--- config.mk ---
export PLATFORM = sky130hd
export DESIGN_NAME = ipml_prefetch_sync_fifo_v2
export DESIGN_NICKNAME = d
export VERILOG_FILES = /design/src/rtl/ipml_prefetch_sync_fifo_v2.sv
export SDC_FILE = /design/constraint.sdc
export NUM_CORES = 1
export LEC_CHECK = 0
export CORE_ASPECT_RATIO = 0.9
export CORE_MARGIN = 2
export CORE_UTILIZATION = 60
export DETAILED_ROUTE_END_ITERATION = 10
export PLACE_DENSITY_LB_ADDON = 0.12
export SYNTH_ARGS = -nofsm -noshare
export SYNTH_HDL_FRONTEND = slang
export SYNTH_SLANG_ARGS = --single-unit
--- constraint.sdc ---
create_clock -name clk -period 3.45 [get_ports clk]
set_input_delay 0.69 -clock clk [delete_from_list [all_inputs] [get_ports clk]]
set_output_delay 0.69 -clock clk [all_outputs]
set_load 0.005 [all_outputs]
--- src/rtl/ipml_prefetch_sync_fifo_v2.sv ---
// Single-clock first-word-fall-through FIFO: register array plus one-entry prefetch
// output register, with occupancy level, almost-full/almost-empty flags and flush.
module ipml_prefetch_sync_fifo_v2 #(
  parameter int W     = 16,
  parameter int AW    = 4,
  parameter int AF_TH = (1 << AW),
  parameter int AE_TH = 1
) (
  input  logic          clk,
  input  logic          rst_n,
  input  logic          flush,
  input  logic [W-1:0]  in_data,
  input  logic          in_valid,
  output logic          in_ready,
  output logic [W-1:0]  out_data,
  output logic          out_valid,
  input  logic          out_ready,
  output logic [AW:0]   level,
  output logic          almost_full,
  output logic          almost_empty
);

  localparam logic [AW:0] DEPTH = (AW+1)'(1 << AW);
  localparam logic [AW:0] AF_L  = (AW+1)'(AF_TH);
  localparam logic [AW:0] AE_L  = (AW+1)'(AE_TH);

  logic [W-1:0]  mem [0:(1<<AW)-1];
  logic [AW-1:0] wr_ptr;
  logic [AW-1:0] rd_ptr;
  logic [AW:0]   count;
  logic          accept;
  logic          pop;
  logic          load;

  assign in_ready     = (count != DEPTH);
  assign accept       = in_valid & in_ready;
  assign pop          = out_valid & out_ready;
  assign load         = (count != '0) & (~out_valid | pop);
  assign almost_full  = (level >= AF_L);
  assign almost_empty = (level <= AE_L);

  // Storage is deliberately left out of reset so it can map onto plain memory.
  always_ff @(posedge clk) begin
    if (accept && !flush) begin
      mem[wr_ptr] <= in_data;
    end
  end

  always_ff @(posedge clk or negedge rst_n) begin
    if (!rst_n) begin
      wr_ptr    <= '0;
      rd_ptr    <= '0;
      count     <= '0;
      level     <= '0;
      out_valid <= 1'b0;
      out_data  <= '0;
    end else if (flush) begin
      // out_data is intentionally kept; only the bookkeeping is cleared.
      wr_ptr    <= '0;
      rd_ptr    <= '0;
      count     <= '0;
      level     <= '0;
      out_valid <= 1'b0;
    end else begin
      if (accept) begin
        wr_ptr <= wr_ptr + AW'(1);
      end
      if (load) begin
        out_data  <= mem[rd_ptr];
        rd_ptr    <= rd_ptr + AW'(1);
        out_valid <= 1'b1;
      end else if (pop) begin
        out_valid <= 1'b0;
      end
      count <= count + {{AW{1'b0}}, accept} - {{AW{1'b0}}, load};
      level <= level + {{AW{1'b0}}, accept} - {{AW{1'b0}}, pop};
    end
  end

endmodule
# Word-level counts from Yosys, hierarchy flattened
# Memory sizes are Yosys's and may differ from the RTL's. A register that Yosys moved wholly into a read port is not among the register bits.
# Index checks and enable logic that the tools add are counted.
[totals]
ram_bits = 256
inputBits = 21
n_memories = 1
regBits = 19
elab_cells = 40
mem_bits_ro = 0
output_inout_bits = 25
latchBits = 0
[mem_list]
columns = ["memory", "words", "word_bits", "read_ports", "rd_clocked_by_memory_dff", "write_ports", "line_no", "text"]
rows = [
  ["mem", 16, 16, 1, 1, 1, "27", "logic [W-1:0] mem [0:(1<<AW)-1];"],
]
[op_classes]
bitwise = 6
order_cmp = 2
eq_ne = 1
n_addsub = 6
div_mod_pow = 0
n_shift = 0
multipliers = 0
n_reduce_logical = 8
muxes = 11
[ops]
columns = ["op", "count"]
rows = [
  ["two-way mux 4 bit", 4],
  ["adder 5 x 1 -> 5 bit", 2],
  ["two-way mux 5 bit", 2],
  ["subtractor 5 x 1 -> 5 bit", 2],
  ["adder 4 x 1 -> 4 bit, second input constant", 2],
  ["greater-or-equal comparator 5 bit, second input constant", 1],
  ["less-or-equal comparator 5 x 1 -> 1 bit, second input constant", 1],
  ["two-way mux 1 bit", 5],
  ["!= test 5 bit, second input constant", 1],
  ["nonzero test 5 bit", 1],
  ["nonzero test 2 bit", 2],
  ["AND 1 bit", 3],
  ["nonzero test 3 bit", 1],
  ["logical NOT 1 bit", 2],
  ["NOT 1 bit", 2],
  ["AND reduction 2 bit", 1],
  ["logical AND 1 bit", 1],
  ["bitwise OR 1 bit", 1],
]

# Longest topological paths before layout
# Gate-level depths: netlist (run 1).
[depth]
word_depth = 5
depth_mapped = 15
mapped_depth_nobuf = 14

# Worst setup path after synthesis (run 1)
# Ideal clock, no wire load.
[synth_path]
path_type = "register to register"
start = "register count[2]"
end = "register count[4]"
path_slack_ns = 0.854
t_arrival_ns = 2.461
required_ns = 3.315
stages_incl_launch_ff = 16
n_path_buf = 1
setup_time_ns = 0.135
cell_sequence = "dfrtp_1 > inv_1 > ha_1 > nand4bb_1 > and2_1 > clkbuf_1 > inv_1 > ha_1 > inv_1 > ha_1 > inv_1 > fa_1 > nor2b_1 > o21bai_1 > a21oi_1 > nor3b_1"
[synth_via]
elab_chain_len = 5
elab_cells_between_ends = 7
[synth_rtl]
columns = ["element", "line_no", "text"]
rows = [
  ["from (decl)", "30", "logic [AW:0] count;"],
  ["from (signal assigned)", "75", "count <= count + {{AW{1'b0}}, accept} - {{AW{1'b0}}, load};"],
  ["!= test 5 bit", "35", "assign in_ready = (count != DEPTH);"],
  ["named net in_ready", "14", "output logic in_ready,"],
  ["AND 1 bit", "36", "assign accept = in_valid & in_ready;"],
  ["adder 5 x 1 -> 5 bit", "75", ""],
  ["subtractor 5 x 1 -> 5 bit", "75", ""],
  ["two-way mux 5 bit", "57", "end else if (flush) begin"],
]
# The timed path passes the listed nets, and every way through them passes these cells.
# A chain may end at the register's enable or synchronous reset.

# Final worst setup path (run 1)
[layout_path]
start = "register count[2]"
end = "register count[4]"
[layout_via]
elab_chain_len = 5
elab_cells_between_ends = 7
[layout_rtl]
columns = ["element", "line_no"]
rows = [
  ["!= test 5 bit", "35"],
  ["AND 1 bit", "36"],
  ["adder 5 x 1 -> 5 bit", "75"],
  ["subtractor 5 x 1 -> 5 bit (*)", "75"],
  ["two-way mux 5 bit (*)", "57"],
]
# Every way passes the cells marked *; elsewhere a longest branch is shown, timed or not.

==> results of run 1 <==
[critical path, cell delays in order (launching register included)]
cell and delay (ns):
dfrtp_1 0.39, inv_1 0.09, ha_1 0.20, nor4b_2 0.46, nor2_1 0.18, ha_1 0.31, inv_1 0.06, ha_1 0.16
inv_1 0.05, fa_1 0.38, nor2b_1 0.19, o21bai_1 0.11, nand3_1 0.08, nor3b_1 0.18
[stage by stage]
step	std cells	power (uW)	cell area, sq um	setup slack [ns]
6_report	917	9200	13400	0.523
5_1_grt	917	9580	13400	0.292
4_1_cts	917	9260	13400	0.527
3_5_place_dp	864	6080	12400	0.324
3_3_place_gp	864	6000	12400	0.449
2_1_floorplan	576	5330	11500	0.854
[worst max-delay path by stage]
stage | start | to | slack, ns | depth (start not counted)
after floorplan | count[2] | count[4] | 0.85 | 15
after global placement | in_valid | level[4] | 0.45 | 12
after detailed placement | in_valid | count[4] | 0.32 | 12
after CTS | count[3] | count[4] | 0.53 | 13
after global routing | count[2] | count[4] | 0.29 | 13
final | count[2] | count[4] | 0.52 | 13
[metal layers]
layer / wire [um] / vias up
li1: - / 2468
met3: 1950 / 34
met5: 0 / -
met4: 344 / 0
met2: 12600 / 249
met1: 9320 / 2969
[cell type report]
cell class	instances	share of cell area [%]
repair buffers	71	5.36
clock inverters	17	1.59
inverters	18	0.506
multi-input cells	239	20.5
well taps	245	2.29
flip-flops and latches	291	64.1
clock buffers	36	5.63
[state kept, by name, summed over array words and instances (netlist names)]
signal     count
out_valid      1
level          5
rd_ptr         4
out_data      16
mem          256
wr_ptr         4
count          5
[logic make-up (layout without fill, tap and decap cells)]
family	Yosys count	after routing	share of synthesized area, %
mux	80	80	14.1
simple gates	66	66	2.96
buf+inv	46	142	1.87
flops	291	291	74.7
fa+ha+maj	21	21	2.42
xor+xnor	11	11	0.840
compound gates	61	61	3.10
[cells in the mapped netlist]
master / number / area [sq um]
nand3_1: 5 / 25.0
xor2_1: 4 / 35.0
buf_6: 2 / 22.5
o21bai_1: 3 / 22.5
clkbuf_1: 11 / 41.3
nand2b_1: 2 / 12.5
and2_1: 2 / 12.5
nand2_1: 8 / 30.0
nor4b_2: 1 / 15.0
nor3b_1: 1 / 7.51
edfxtp_1: 256 / 7690
o21ai_0: 2 / 10.0
ha_1: 19 / 238
xnor2_1: 7 / 61.3
mux2_2: 16 / 180
buf_1: 2 / 7.51
dfrtp_1: 35 / 876
nor2_1: 30 / 113
a21oi_1: 23 / 115
or2_1: 1 / 6.26
nand3b_1: 1 / 7.51
buf_2: 9 / 45.0
nand4bb_1: 1 / 11.3
and3_1: 1 / 6.26
a21o_1: 1 / 7.51
or3_1: 1 / 6.26
or4b_1: 1 / 10.0
o22ai_1: 32 / 200
inv_1: 18 / 67.6
nor3_1: 3 / 15.0
fa_1: 2 / 40.0
or3b_2: 1 / 8.76
mux4_2: 64 / 1440
buf_4: 4 / 30.0
nand4b_2: 1 / 15.0
nand4_1: 1 / 6.26
nor2b_1: 5 / 31.3
[power groups by stage]
stage	clock network [uW]	registers [uW]	logic [uW]
finish	3190	4250	1750
global route	3360	4280	1930
CTS	3230	4260	1770
detailed placement	0	4320	1760
global placement	0	4310	1690
floorplan	0	4240	1100
==> flow_summary.yaml, run 1 <==
global_route:
  grt_util_all_layers_pct: 25.2
  overflow: 0
  use_met3_pct: 3.60
  grt_pass1_vias: 6146
  antenna_found_initial: 0
  grt.busiest_layer: "met2"
  grt_max_degree: 36
  grtUsageMet2_pct: 43.6
  use_met1_pct: 35.2
  grt_pass1_wl_mm: 36.9
setup_path:
  cp-start-kind: "flop"
  reg2reg_slack_ns: 0.52
  end_kind: "flop"
  worst-r2r-cell-count: 13
  path_class: "reg -> reg"
  required_ns: 3.90
  crit_arrival_ns: 3.38
  reg2reg_from: "count[2]"
  r2r-end: "count[4]"
  cp_max_fo: 5
outcome:
  outcome: "finished clean"
worst_hold_path:
  hold_class: "in -> async"
timing:
  fmax_mhz: 342
  slew_viol_final: 0
  grt_setup_unrepaired: "no"
  finalClockSkew_ns: 0.0120
  tns_ns: 0
  finalSetupViolations: 0
  fin_crit_sh_pct: 84.8
  fin_hold_ws_ns: 0.315
  maxSlewHeadroom_pct: 33.5
  fin_crit_ns: 2.93
  hold_viol: 0
  worst_pin_slew_ns: 0.997
route:
  vias_per_cell: 6.24
  wl_per_cell_um: 26.4
  routed_wl_mm: 24.2
  post-route-drc-count: 0
  first_pass_iters: 6
  via_count: 5720
  drtIter0Drc: 482
  ant_nets: 0
layout:
  diodes: 0
  drive_gt1_share_pct: 25.4
  syn2layout_area_growth_pct: 16.5
  num-fill-cells: 1147
  multi_input_area_sq_um: 2740
  layout_common_cells: "edfxtp_1, mux4_2, clkdlybuf4s50_1"
  register_area_sq_um: 8570
  finish.utilization_pct: 71.9
  layout_commonest_cell: "edfxtp_1"
  fin_nets: 692
clocking:
  postCtsHoldBufs: 0
  post_cts_resized: 0
  clk_pin_slew_ns: 0.07
  cts.sinks: 291
  clockBufferDepth: 3
  clk_latency_ns: 0.55
  post_cts_buffers: 0
  cts_htree_levels: 1
  root_buffer: "clkbuf_16"
  cts_buffers: 29
  cts_tree: "yes"
floorplan:
  die-area_sq_um: 20200
  start_util_pct: 61.7
  io_pins: 46
  dieWidth_um: 150
  die_h_um: 135
  fp.coreArea_sq_um: 18600
  rows: 47
yosys:
  yosysWarnings: 0
  syn_area_sq_um: 11500
  synth-seq-area-share_pct: 74.7
  synthCells: 576
  avgSynthCellArea_sq_um: 19.9
  yosys.cell_types.count: 37
  ys_ff_latch: 291
  syn_nets: 618
pwr:
  power_density_nw_per_um2: 689
  comb_power_share_pct: 19.1
  power_leakage_uw: 0.00436
  seqPwrFrac_pct: 46.2
  ir_worst_vdd_mv: 0.486
  p_int_uw: 6840
  clkPwrFrac_pct: 34.7
  swShare_pct: 25.7
  p_switching_uw: 2360
place:
  io_buffers: 45
  hpwl_mm: 14.0
  gp_congestion: 0.764
flow_run:
  maxCapViolCount: 0
Power figures use the tool's default switching activity.
==> inputs of run 2 (changes only) <==
- clock period: 3.45 -> 2.9 ns (I/O delays scaled with it)
==> run 2 against run 1 <==
Compared with the run above: global-route usage fell by 0.19 points; sequential share of layout area increased by 0.10 points; utilization down 0.11 points; critical path depth up 1; first-iteration DRC count increased by 5.0%; clock power increased by 6%; flip-flop and latch count unchanged; wire length decreased by 1.5%; final area down 0.16%; critical path type unchanged; critical endpoint unchanged; largest cell class unchanged.
==> flow_summary.yaml, run 2 (synthesized netlist as in run 1, its figures left out) <==
setup_path:
  end_kind: "flop"
  cp_max_fo: 3
  worst-r2r-cell-count: 14
  required_ns: 3.30
  crit_arrival_ns: 3.09
  cp-start-kind: "flop"
  path_class: "reg -> reg"
floorplan:
  die-area_sq_um: 20200
  die_h_um: 135
  start_util_pct: 61.7
  dieWidth_um: 150
  rows: 47
  io_pins: 46
  fp.coreArea_sq_um: 18600
place:
  place_ws_ns: -0.00150
  hpwl_mm: 14.2
  gp_congestion: 0.787
  post_dp_cell_area_sq_um: 12500
  io_buffers: 45
clocking:
  cts.sinks: 291
  cts_htree_levels: 1
  cts_buffers: 28
  clk_latency_ns: 0.53
  clk_pin_slew_ns: 0.06
  clockBufferDepth: 3
  root_buffer: "clkbuf_16"
  cts_tree: "yes"
worst_hold_path:
  hold_class: "in -> async"
global_route:
  grt_util_all_layers_pct: 25.0
  grt_max_degree: 36
  overflow: 0
  grt_pass1_wl_mm: 36.7
  grt_pass1_vias: 6279
  antenna_found_initial: 0
layout:
  regMostFlops: "mem"
  register_area_sq_um: 8570
  syn2layout_area_growth_pct: 16.3
  layout_common_cells: "edfxtp_1, mux4_2, clkdlybuf4s50_1"
  multi_input_area_sq_um: 2740
  layout_commonest_cell: "edfxtp_1"
  num-fill-cells: 1156
  diodes: 0
  drive_gt1_share_pct: 27.3
  fin_nets: 706
  reg_top3: "mem: 256 flops, out_data: 16 flops"
  finish.instance_area_sq_um: 13300
  largest_reg_flops: 256
pwr:
  ir_worst_vdd_mv: 0.608
  power_density_nw_per_um2: 793
  power_uw: 10600
  power_leakage_uw: 0.00437
route:
  drtIter0Drc: 506
  via_count: 5858
  wl_per_cell_um: 25.6
  routed_wl_mm: 23.9
  post-route-drc-count: 0
  ant_nets: 0
  vias_per_cell: 6.29
  first_pass_iters: 4
timing:
  fmax_mhz: 373
  worst_pin_slew_ns: 0.932
  tns_ns: 0
  finalSetupViolations: 0
  fin_hold_ws_ns: 0.190
  slew_viol_final: 0
  fin_crit_sh_pct: 92.5
  maxSlewHeadroom_pct: 37.9
  grt_setup_unrepaired: "no"
  final.setup.worst_slack_ns: 0.217
  hold_viol: 0
  finalClockSkew_ns: 0.00818
  fin_crit_ns: 2.68
outcome:
  outcome: "finished clean"
flow_run:
  maxCapViolCount: 0
-- run 2: changes by cell type in the layout (fill, tap and decap cells not counted) --
cell        change
clkbuf_1        +2
buf_12          -3
clkinvlp_4      +3
nor2b_2         +1
nor3b_1         -1
inv_6           -2
buf_4          +18
clkbuf_8        +3
nor3b_2         +1
bufinv_16       -5
clkinv_1        -2
nor2b_1         -1
-- run 2: worst max-delay path, stage by stage (launching register included) --
cell       delay (ns)
dfrtp_1          0.39
inv_1            0.09
ha_1             0.19
nand4bb_1        0.17
and2_1           0.21
inv_1            0.10
ha_1             0.24
inv_1            0.06
ha_1             0.16
inv_1            0.05
fa_1             0.39
nor2b_2          0.14
o21bai_1         0.09
a21oi_1          0.20
nor3b_2          0.07
-- run 2: area by class of cell --
cell class / count / area share [%]
inverters: 18 / 0.507
clock inverters: 11 / 0.450
clock buffers: 41 / 6.00
well taps: 245 / 2.30
repair buffers: 86 / 5.93
multi-input cells: 239 / 20.6
flip-flops and latches: 291 / 64.2
-- run 2: final timing paths --
check	from	endpoint	slack, ns
max in group asynchronous	rst_n	rd_ptr[2]	2.03
max reg2reg	count[3]	count[4]	0.22
min in group clk	out_data[3]	out_data[3]	0.58
max	count[3]	count[4]	0.22
min reg2reg	out_data[3]	out_data[3]	0.58
min	rst_n	out_data[1]	0.19
-- run 2: repair_timing --
item,in CTS,in global routing
hold buffers,0,0
setup endpoints to repair,0,1
gates resized for setup,0,2
setup buffers,0,1
-- run 2: metrics by stage --
stage                     utilization [%]  std cells
final                                71.8        931
after CTS                            71.7        930
after global placement               67.1        878
after global routing                 71.8        931
after detailed placement             67.1        878
after floorplan                         -        576
-- run 2: per-layer routing --
metal / vias up / track usage, % / wire length (um)
li1: 2491 / - / -
met4: 0 / 8.28 / 838
met5: - / 0 / 0
met1: 3059 / 33.2 / 9310
met3: 59 / 4.55 / 1610
met2: 249 / 42.6 / 12100
-- run 2: where the power goes --
part	total (uW)	switching, uW	internal (uW)
sequential	5050	237	4810
clock	3380	1470	1910
combinational	2150	1050	1100
total	10600	2750	7830
